### config.mk
export PLATFORM = sky130hd
export DESIGN_NAME = atm_session_ctrl
export DESIGN_NICKNAME = d
export VERILOG_FILES = /design/src/rtl/atm_pkg.sv /design/src/rtl/atm_inactivity_timer.sv /design/src/rtl/atm_session_ctrl.sv
export SDC_FILE = /design/constraint.sdc
export NUM_CORES = 1
export LEC_CHECK = 0
export CAP_MARGIN = 20
export CORE_UTILIZATION = 40
export CTS_CLUSTER_DIAMETER = 120
export DETAILED_ROUTE_END_ITERATION = 10
export MAX_ROUTING_LAYER = met4
export PLACE_DENSITY_LB_ADDON = 0.15
export SYNTH_ARGS = -nofsm -noshare
export SYNTH_HDL_FRONTEND = slang
export SYNTH_SLANG_ARGS = --single-unit
### constraint.sdc
create_clock -name clk -period 9 [get_ports clk]
set_input_delay 1.35 -clock clk [delete_from_list [all_inputs] [get_ports clk]]
set_output_delay 1.35 -clock clk [all_outputs]
set_load 0.03 [all_outputs]
### src/rtl/atm_pkg.sv
// Shared types and encodings for the ATM session controller.
package atm_pkg;

  typedef enum logic [3:0] {
    ST_IDLE,
    ST_LANG,
    ST_PIN,
    ST_OP,
    ST_WDRAW,
    ST_DEP,
    ST_INQ,
    ST_ANOTHER,
    ST_EJECT,
    ST_RETAIN
  } atm_state_e;

  localparam logic [2:0] ERR_NONE    = 3'd0;
  localparam logic [2:0] ERR_PIN     = 3'd1;
  localparam logic [2:0] ERR_FUNDS   = 3'd2;
  localparam logic [2:0] ERR_LIMIT   = 3'd3;
  localparam logic [2:0] ERR_OVF     = 3'd4;
  localparam logic [2:0] ERR_TIMEOUT = 3'd5;
  localparam logic [2:0] ERR_ILLEGAL = 3'd6;

  localparam logic [1:0] OP_WDRAW   = 2'b00;
  localparam logic [1:0] OP_DEP     = 2'b01;
  localparam logic [1:0] OP_INQ     = 2'b10;
  localparam logic [1:0] OP_ILLEGAL = 2'b11;

endpackage

### src/rtl/atm_inactivity_timer.sv
// Idle-cycle counter; expire_o flags the last allowed idle cycle while enabled.
module atm_inactivity_timer #(
  parameter int unsigned TIMEOUT_CYC = 1000
) (
  input  logic clk,
  input  logic rst,
  input  logic clr_i,
  input  logic en_i,
  output logic expire_o
);

  localparam int unsigned CW = $clog2(TIMEOUT_CYC);

  logic [CW-1:0] count_q;

  assign expire_o = en_i && (count_q == CW'(TIMEOUT_CYC - 1));

  always_ff @(posedge clk) begin
    if (rst || clr_i) begin
      count_q <= '0;
    end else if (en_i && !expire_o) begin
      count_q <= count_q + CW'(1);
    end
  end

endmodule

### src/rtl/atm_session_ctrl.sv
// Card session sequencer: language, PIN with retries, operations, eject/retain.
module atm_session_ctrl
  import atm_pkg::*;
#(
  parameter int unsigned BAL_W         = 20,
  parameter int unsigned TIMEOUT_CYC   = 1000,
  parameter int unsigned PIN_TRIES     = 3,
  parameter int unsigned SESSION_LIMIT = 50000
) (
  input  logic             clk,
  input  logic             rst,
  input  logic             card_in,
  input  logic [BAL_W-1:0] acct_balance,
  input  logic             lang_valid,
  input  logic             language,
  input  logic             pin_valid,
  input  logic             pin_ok,
  input  logic             op_valid,
  input  logic [1:0]       operation,
  input  logic [BAL_W-1:0] value,
  input  logic             another_valid,
  input  logic             another_service,
  output logic [BAL_W-1:0] balance,
  output logic             lang_sel,
  output logic             op_done,
  output logic             error,
  output logic [2:0]       error_code,
  output logic             card_eject,
  output logic             card_retain,
  output logic             busy
);

  localparam int unsigned W1 = BAL_W + 1;

  atm_state_e       state_q, state_d;
  logic [BAL_W-1:0] balance_q, balance_d;
  logic [BAL_W-1:0] value_q, value_d;
  logic [BAL_W-1:0] withdrawn_q, withdrawn_d;
  logic [2:0]       retry_q, retry_d;
  logic [2:0]       code_q, code_d;
  logic             lang_q, lang_d;
  logic             op_done_q, op_done_d;
  logic             error_q, error_d;
  logic             eject_q, eject_d;
  logic             retain_q, retain_d;
  logic             accepted;
  logic             tmr_en, tmr_clr, tmr_expire;
  logic [BAL_W:0]   wsum, dsum;

  assign tmr_en  = (state_q == ST_LANG) || (state_q == ST_PIN) ||
                   (state_q == ST_OP)   || (state_q == ST_ANOTHER);
  assign tmr_clr = accepted || (state_d != state_q);

  atm_inactivity_timer #(
    .TIMEOUT_CYC(TIMEOUT_CYC)
  ) u_timer (
    .clk     (clk),
    .rst     (rst),
    .clr_i   (tmr_clr),
    .en_i    (tmr_en),
    .expire_o(tmr_expire)
  );

  always_comb begin
    state_d     = state_q;
    balance_d   = balance_q;
    value_d     = value_q;
    withdrawn_d = withdrawn_q;
    retry_d     = retry_q;
    code_d      = code_q;
    lang_d      = lang_q;
    op_done_d   = 1'b0;
    error_d     = 1'b0;
    eject_d     = 1'b0;
    retain_d    = 1'b0;
    accepted    = 1'b0;
    wsum        = {1'b0, withdrawn_q} + {1'b0, value_q};
    dsum        = {1'b0, balance_q} + {1'b0, value_q};

    case (state_q)
      ST_IDLE: if (card_in) begin
        state_d     = ST_LANG;
        balance_d   = acct_balance;
        retry_d     = '0;
        withdrawn_d = '0;
        code_d      = ERR_NONE;
      end
      ST_LANG: if (lang_valid) begin
        accepted = 1'b1;
        lang_d   = language;
        state_d  = ST_PIN;
      end
      ST_PIN: if (pin_valid) begin
        accepted = 1'b1;
        if (pin_ok) begin
          retry_d = '0;
          state_d = ST_OP;
        end else begin
          error_d = 1'b1;
          code_d  = ERR_PIN;
          retry_d = retry_q + 3'd1;
          if (retry_d == 3'(PIN_TRIES)) state_d = ST_RETAIN;
        end
      end
      ST_OP: if (op_valid) begin
        accepted = 1'b1;
        value_d  = value;
        case (operation)
          OP_WDRAW: state_d = ST_WDRAW;
          OP_DEP:   state_d = ST_DEP;
          OP_INQ:   state_d = ST_INQ;
          default: begin
            error_d = 1'b1;
            code_d  = ERR_ILLEGAL;
          end
        endcase
      end
      ST_WDRAW: begin
        if (value_q > balance_q) begin
          error_d = 1'b1;
          code_d  = ERR_FUNDS;
        end else if (wsum > W1'(SESSION_LIMIT)) begin
          error_d = 1'b1;
          code_d  = ERR_LIMIT;
        end else begin
          balance_d   = balance_q - value_q;
          withdrawn_d = wsum[BAL_W-1:0];
          op_done_d   = 1'b1;
        end
        state_d = ST_ANOTHER;
      end
      ST_DEP: begin
        if (dsum[BAL_W]) begin
          error_d = 1'b1;
          code_d  = ERR_OVF;
        end else begin
          balance_d = dsum[BAL_W-1:0];
          op_done_d = 1'b1;
        end
        state_d = ST_ANOTHER;
      end
      ST_INQ: begin
        op_done_d = 1'b1;
        state_d   = ST_ANOTHER;
      end
      ST_ANOTHER: if (another_valid) begin
        accepted = 1'b1;
        state_d  = another_service ? ST_OP : ST_EJECT;
      end
      ST_EJECT: begin
        eject_d = 1'b1;
        state_d = ST_IDLE;
      end
      ST_RETAIN: begin
        retain_d = 1'b1;
        state_d  = ST_IDLE;
      end
      default: state_d = ST_IDLE;
    endcase

    // Timeout only fires when no input was accepted in the same cycle.
    if (tmr_expire && !accepted) begin
      error_d = 1'b1;
      code_d  = ERR_TIMEOUT;
      state_d = ST_EJECT;
    end

    // Card removal abandons the session silently with all registers frozen.
    if ((state_q != ST_IDLE) && !card_in) begin
      state_d     = ST_IDLE;
      balance_d   = balance_q;
      value_d     = value_q;
      withdrawn_d = withdrawn_q;
      retry_d     = retry_q;
      code_d      = code_q;
      lang_d      = lang_q;
      op_done_d   = 1'b0;
      error_d     = 1'b0;
      eject_d     = 1'b0;
      retain_d    = 1'b0;
    end
  end

  always_ff @(posedge clk) begin
    if (rst) begin
      state_q     <= ST_IDLE;
      balance_q   <= '0;
      value_q     <= '0;
      withdrawn_q <= '0;
      retry_q     <= '0;
      code_q      <= ERR_NONE;
      lang_q      <= 1'b0;
      op_done_q   <= 1'b0;
      error_q     <= 1'b0;
      eject_q     <= 1'b0;
      retain_q    <= 1'b0;
    end else begin
      state_q     <= state_d;
      balance_q   <= balance_d;
      value_q     <= value_d;
      withdrawn_q <= withdrawn_d;
      retry_q     <= retry_d;
      code_q      <= code_d;
      lang_q      <= lang_d;
      op_done_q   <= op_done_d;
      error_q     <= error_d;
      eject_q     <= eject_d;
      retain_q    <= retain_d;
    end
  end

  assign balance     = balance_q;
  assign lang_sel    = lang_q;
  assign op_done     = op_done_q;
  assign error       = error_q;
  assign error_code  = code_q;
  assign card_eject  = eject_q;
  assign card_retain = retain_q;
  assign busy        = (state_q != ST_IDLE);

endmodule

==> summary.md, run 1 <==
| Metric | Value |
|---|---|
| Number of antenna violations at the first check in global routing | `0` |
| HP Class | `reg -> reg` |
| RSZ-0062 raised after global routing | `false` |
| Crit Path Class | `reg -> reg` |
| Post-CTS sizing | `0` |
| WL/cell | `18.3 µm` |
| DP HPWL | `16.5 mm` |
| Reg power frac | `32.1%` |
| Core area | `18000 µm²` |
| Syn nets | `1078` |
| Clk_skew | `0.00758 ns` |
| DIE AREA | `18900 µm²` |
| Final wirelength | `22.8 mm` |
| #FFs+latches synth | `85` |
| Final setup viols | `0` |
| Switching power | `0.000543 W` |
| Startpoint Class | `flip-flop` |
| Combinational share of power | `39.6%` |
| Layout cell share with drive strength beyond 1 | `5.81%` |
| Post-synthesis cell count | `960` |
| Initial DRT Pass Iterations | `7` |
| Pre-CTS setup slack | `4.65 ns` |
| Number of vias in the routed layout | `7365` |
| Synth top cells by count | `nand2_1 (95), dfxtp_1 (85), a21oi_1 (81)` |
| Top FF cell, synth | `dfxtp_1` |
| Worst endpoint required time | `9.24 ns` |
| Synth cell types | `82` |
| Max Cap Viol | `0` |
| Yosys warns | `0` |
| Total CTS buffers | `9` |
| Max H-tree Level | `3` |
| Final Hold Fails | `0` |
| Worst path bufs/invs | `2` |
| Nets | `1129` |
| Switching Share | `40.3%` |
| CTS sink count | `85` |
| Critical Path AT | `4.33 ns` |
| Crit Reg-Reg Startpoint | `value_q[5]$_SDFFE_PP0P_` |
| Worst VDD drop | `0.0939 mV` |
| Power Density | `158 nW/µm²` |
| Boundary pin count | `81` |
| Setup crit start | `value_q[5]$_SDFFE_PP0P_` |
| Synth area leader | `dfxtp_1` |
| Top cells by area, synth | `dfxtp_1 (23%), ha_1 (11%), a21oi_1 (5.5%), nand2_1 (4.9%), nor2_1 (3.9%)` |
| Port bufs | `80` |
| Die H | `138 µm` |
| Outcome | `finished clean` |
| Largest net degree at the start of global routing | `59` |
| LEAKAGE | `3.34 nW` |
| CTS tree | `done` |
| Clock-pin slew on the worst setup and hold paths | `0.07 ns` |
| Global route overflow | `0` |
| ANT nets after route | `0` |
| EDFF count, synth | `0` |
| Global-route usage over all layers | `25.7%` |
| Placed cells | `1229` |
| Slowest CP cell | `ha_1` |
| Via density | `5.92` |
| Crit-path max cell delay | `0.48 ns` |
| Internal Dissipation | `0.000805 W` |
| Area grow syn2layout | `16.5%` |
| Worst Path Max Fanout | `12` |
| Cell Count, Final, Fillers Out | `1245` |
| Max Root-Sink Buffers | `2` |
| FILL cells | `1828` |
| Post-synthesis cell area | `7350 µm²` |
| FFs w/ async S/R, synth | `0%` |
| Max_slew headroom | `32.9%` |
| Setup WS post-layout | `4.91 ns` |
| Syn Area/Cell | `7.65 µm²` |
| Slew Viols, Final | `0` |
| Diode count | `0` |
| Family with the most delay on the worst path | `compound AO/OA/AOI/OAI gates` |
| Root Buffer | `clkbuf_16` |
| Synth top area share | `23.2%` |
| Crit path cell chain | `inv_1 -> ha_1 -> o211ai_1 -> a211oi_1 -> o21a_1 -> o2111ai_1 -> a31oi_1 -> o2111ai_1 -> o21a_1 -> nor3_4 -> buf_4 -> mux2_2` |
| Initial Util | `40.9%` |
| Final GP Congestion | `0.896` |
| Final worst path period need | `4.09 ns` |
| Max frequency | `245 MHz` |
| Post-CTS setup buffer count | `0` |
| Hold Startpoint | `withdrawn_q[12]$_SDFFE_PP0P_` |
| Clock power frac | `28.3%` |
| Post-layout util | `47.6%` |
| Worst-skew pair later-pin latency | `0.35 ns` |
| Top-count cell post-synth | `nand2_1` |
| Vias in the first global route | `6868` |
| Sum Neg Setup Slack | `0 ns` |
| Die X | `138 µm` |
| Worst setup EP type | `flip-flop` |
| Worst-Margin Slew | `1.01 ns` |
| Drt drc | `0` |
| Hold_buf cts | `0` |
| Number of DRC markers in iteration 0 | `554` |
| First-pass GRT wire length | `36.3 mm` |
| Final Cycle Share | `45.4%` |
| Rows | `49` |
| Sequential area share after synthesis | `23.2%` |
## cell usage in the layout (no fill, tap or decap), drive strengths merged, types with 11 or more instances in the layout
cell type	netlist	routed
a221o	11	11
clkdlybuf4s50	0	79
nor2b	15	15
inv	54	59
xor2	11	11
nor2	77	77
ha	63	63
nand3	33	33
a21oi	82	82
dfxtp	85	85
o21ai	51	51
a211oi	19	19
nand2	97	97
nand2b	16	16
mux2i	13	13
xnor2	16	16
a22oi	12	12
o221ai	11	11
mux2	11	11
o211ai	13	13
nor3	37	37
and2	16	16
## per-layer routing
| layer | global-route usage [%] | up-vias | part of all wire (%) |
|---|---|---|---|
| met5 | - | - | 0 |
| li1 | - | 3644 | - |
| met4 | 7.94 | 0 | 1.8 |
| met2 | 40.1 | 247 | 45 |
| met3 | 2.35 | 30 | 5.5 |
| met1 | 34.9 | 3444 | 48 |
## tightest hold or removal path, stage by stage, from the launching register on
cell	delay (ns)
dfxtp_1	0.31
nand2_1	0.05
mux2i_1	0.05
## per-stage QoR
step	power [W]	area (µm²)	hold slack (ns)
finish	0.00135	8560	0.462
detailed placement	0.000965	8270	0.458
global placement	0.000965	8270	0.449
global route	0.00143	8560	0.485
floorplan	0.000803	7350	0.438
CTS	0.00135	8560	0.467
## worst paths after layout
| kind | endpoint | slack (ns) | cells after the start |
|---|---|---|---|
| max | withdrawn_q[4]$_SDFFE_PP0P_ | 4.91 | 12 |
| min | withdrawn_q[12]$_SDFFE_PP0P_ | 0.46 | 2 |
| max reg2reg | withdrawn_q[4]$_SDFFE_PP0P_ | 4.91 | 12 |
| min reg2reg | withdrawn_q[12]$_SDFFE_PP0P_ | 0.46 | 2 |
## final cells by class
| class | instances | area [µm²] | share of cell area [%] |
|---|---|---|---|
| well taps | 229 | 287 | 3.35 |
| clock inverters | 7 | 65.1 | 0.760 |
| flip-flops and latches | 85 | 1700 | 19.9 |
| multi-input cells | 772 | 5220 | 61.0 |
| inverters | 55 | 206 | 2.41 |
| clock buffers | 9 | 225 | 2.63 |
| repair buffers | 88 | 856 | 10.0 |
## flip-flops by register name, indices dropped and copies added, names as in the netlist
signal and cells:
balance 20, value_q 20, withdrawn_q 20, u_timer.count_q 10, state_q 4, error_code 3
retry_q 3, card_eject 1, card_retain 1, error 1, lang_sel 1, op_done 1
## cells by family (layout without fill, tap and decap cells)
logic type	after synthesis	count (layout)	share of synthesized area, %
adder cells (fa/ha/maj)	66	66	11.5
multiplexers	24	24	3.46
AO/OA/AOI/OAI	308	308	29.4
XOR/XNOR	27	27	3.22
AND/OR/NAND/NOR	347	347	23.3
buffers and inverters	103	159	5.86
flip-flops	85	85	23.2
## power groups by stage
stage	Clock [W]	Combinational (W)	Sequential, W
2_1_floorplan	0	0.000334	0.000469
3_3_place_gp	0	0.000524	0.000441
3_5_place_dp	0	0.000524	0.000441
4_1_cts	0.000390	0.000528	0.000432
5_1_grt	0.000409	0.000586	0.000436
6_report	0.000382	0.000534	0.000433
No activity file was read; power rests on OpenSTA's default activity.
==> run 2: changes to the inputs <==
Clock period 9 ns to 3.5 ns, I/O delays scaled along.
==> run 2 against run 1 <==
Effect of this change: core utilization grew 4.2 points; critical path depth is the same; sequential cell count is the same; largest cell class unchanged; cell area grew 8.8%; sequential power grew to 2.5 times the previous value; wire length grew 7.4%; worst setup slack lost 4.9 ns; clock skew grew 0.0040 ns; via count grew 5.2%; clock-buffer cell count is the same.
==> summary.md, run 2 (same netlist as run 1, synthesis figures left out) <==
| Metric | Value |
|---|---|
| Outcome | `finished clean` |
| Final Power | `0.00371 W` |
| Commonest non-fill, non-tap cells in the layout | `nand2_1 (95), dfxtp_1 (80), clkdlybuf4s50_1 (79), a21oi_1 (78), nor2_1 (77)` |
| Worst-skew pair later-pin latency | `0.36 ns` |
| First-pass GRT wire length | `37.5 mm` |
| Port bufs | `80` |
| Sum Neg Setup Slack | `0 ns` |
| Number of vias in the routed layout | `7749` |
| Diode count | `0` |
| Worst setup EP type | `flip-flop` |
| CTS tree | `done` |
| Setup WS post-layout | `0.0554 ns` |
| Final worst path period need | `3.44 ns` |
| WL/cell | `18.6 µm` |
| Initial Util | `40.9%` |
| Max frequency | `290 MHz` |
| Final Hold Fails | `0` |
| Global-route usage over all layers | `26.6%` |
| Final setup viols | `0` |
| Hold_buf cts | `0` |
| Clock-pin slew on the worst setup and hold paths | `0.07 ns` |
| Crit Path Class | `reg -> reg` |
| Commonest non-fill, non-tap cell in the layout | `nand2_1` |
| Area grow syn2layout | `26.7%` |
| Final Cycle Share | `98.4%` |
| CTS sink count | `85` |
| Core area | `18000 µm²` |
| Die H | `138 µm` |
| DIE AREA | `18900 µm²` |
| Power Density | `398 nW/µm²` |
| Startpoint Class | `flip-flop` |
| Family with the most delay on the worst path | `compound AO/OA/AOI/OAI gates` |
| Global route overflow | `0` |
| Max H-tree Level | `3` |
| Max Root-Sink Buffers | `2` |
| ANT nets after route | `0` |
| LEAKAGE | `3.73 nW` |
| FF-to-FF setup slack | `0.06 ns` |
| Crit-path max cell delay | `0.53 ns` |
| Largest net degree at the start of global routing | `38` |
| Number of DRC markers in iteration 0 | `521` |
| Worst Path Max Fanout | `9` |
| Via density | `5.89` |
| Die X | `138 µm` |
| Rows | `49` |
| Worst path bufs/invs | `1` |
| HP Class | `reg -> reg` |
| Critical Path AT | `3.67 ns` |
| RSZ-0062 raised after global routing | `true` |
| Final wirelength | `24.5 mm` |
| Total CTS buffers | `9` |
| Crit path cell chain | `ha_4 -> fa_2 -> a21oi_2 -> o22ai_2 -> o41ai_2 -> a211o_1 -> nand3_2 -> a2111o_1 -> a2111o_1 -> nand2_4 -> clkbuf_16 -> a211oi_1` |
| Initial DRT Pass Iterations | `5` |
| Worst VDD drop | `0.271 mV` |
| Clk_skew | `0.0116 ns` |
| Nets | `1200` |
| Most frequent CP cell | `a2111o_1` |
| Root Buffer | `clkbuf_16` |
| Post-layout util | `51.8%` |
| Layout cell share with drive strength beyond 1 | `14.2%` |
| DP HPWL | `17.8 mm` |
| Number of antenna violations at the first check in global routing | `0` |
| Boundary pin count | `81` |
| Worst endpoint required time | `3.73 ns` |
| FILL cells | `1771` |
| Max_slew headroom | `52.7%` |
| Drt drc | `0` |
| Pre-CTS setup slack | `-0.00445 ns` |
| Vias in the first global route | `7121` |
| Slowest CP cell | `a2111o_1` |
| Final GP Congestion | `0.918` |
| Slew Viols, Final | `0` |
| Worst-Margin Slew | `0.707 ns` |
| Max Cap Viol | `0` |
==> run 2: changes by cell type in the layout (fill, tap and decap cells not counted), moves of 3 or more <==
cell,change
buf_4,+64
buf_12,+4
ha_4,+3
a21oi_2,+3
ha_1,-3
dfxtp_1,-5
a21oi_1,-3
dfxtp_2,+5
==> run 2: worst paths after layout <==
check                              start                           to  cells after the start
min          withdrawn_q[2]$_SDFFE_PP0P_  withdrawn_q[2]$_SDFFE_PP0P_                      2
min reg2reg  withdrawn_q[2]$_SDFFE_PP0P_  withdrawn_q[2]$_SDFFE_PP0P_                      2
max reg2reg  withdrawn_q[0]$_SDFFE_PP0P_      balance[4]$_SDFFE_PP0P_                     12
max          withdrawn_q[0]$_SDFFE_PP0P_      balance[4]$_SDFFE_PP0P_                     12
==> run 2: layer usage <==
layer	part of all wire, %	wire length [µm]	vias to the layer above	GRT usage [%]
met3	5.1	1240	50	3.31
met2	45	11000	254	41.7
met1	47	11400	3652	34.8
li1	-	-	3793	-
met5	0	0	-	-
met4	3.2	786	0	10.1
==> run 2: through the flow <==
step	instance area [µm²]	instances	hold slack (ns)
floorplan	7350	960	0.438
global placement	8800	1293	0.459
detailed placement	8800	1293	0.458
CTS	9090	1309	0.469
global route	9310	1316	0.483
finish	9310	1316	0.468
==> run 2: cell type report <==
class	count	area (µm²)	share of cell area, %
multi-input cells	772	5340	57.3
flip-flops and latches	85	1710	18.3
repair buffers	159	1480	15.9
well taps	229	287	3.08
clock buffers	9	225	2.42
inverters	55	206	2.22
clock inverters	7	66.3	0.712
==> run 2: power breakdown <==
part / total (W) / internal, W / switching, W
combinational: 0.00162 / 0.000721 / 0.000904
sequential: 0.00110 / 0.00103 / 0.0000742
clock: 0.000983 / 0.000501 / 0.000482
total: 0.00371 / 0.00225 / 0.00146
==> run 2: worst reg2reg max path: stages, from the launching register on <==
cell,delay [ns]
dfxtp_2,0.35
ha_4,0.17
fa_2,0.43
a21oi_2,0.20
o22ai_2,0.10
o41ai_2,0.41
a211o_1,0.17
nand3_2,0.08
a2111o_1,0.53
a2111o_1,0.48
nand2_4,0.15
clkbuf_16,0.19
a211oi_1,0.07
==> run 2: repair_timing <==
| action | in CTS | in global routing |
|---|---|---|
| cloned | 0 | 2 |
| pin swaps | 0 | 14 |
| setup endpoints to repair | 8 | 45 |
| resized for setup | 2 | 32 |
| hold endpoints to repair | 0 | 0 |
| setup buffers | 0 | 6 |
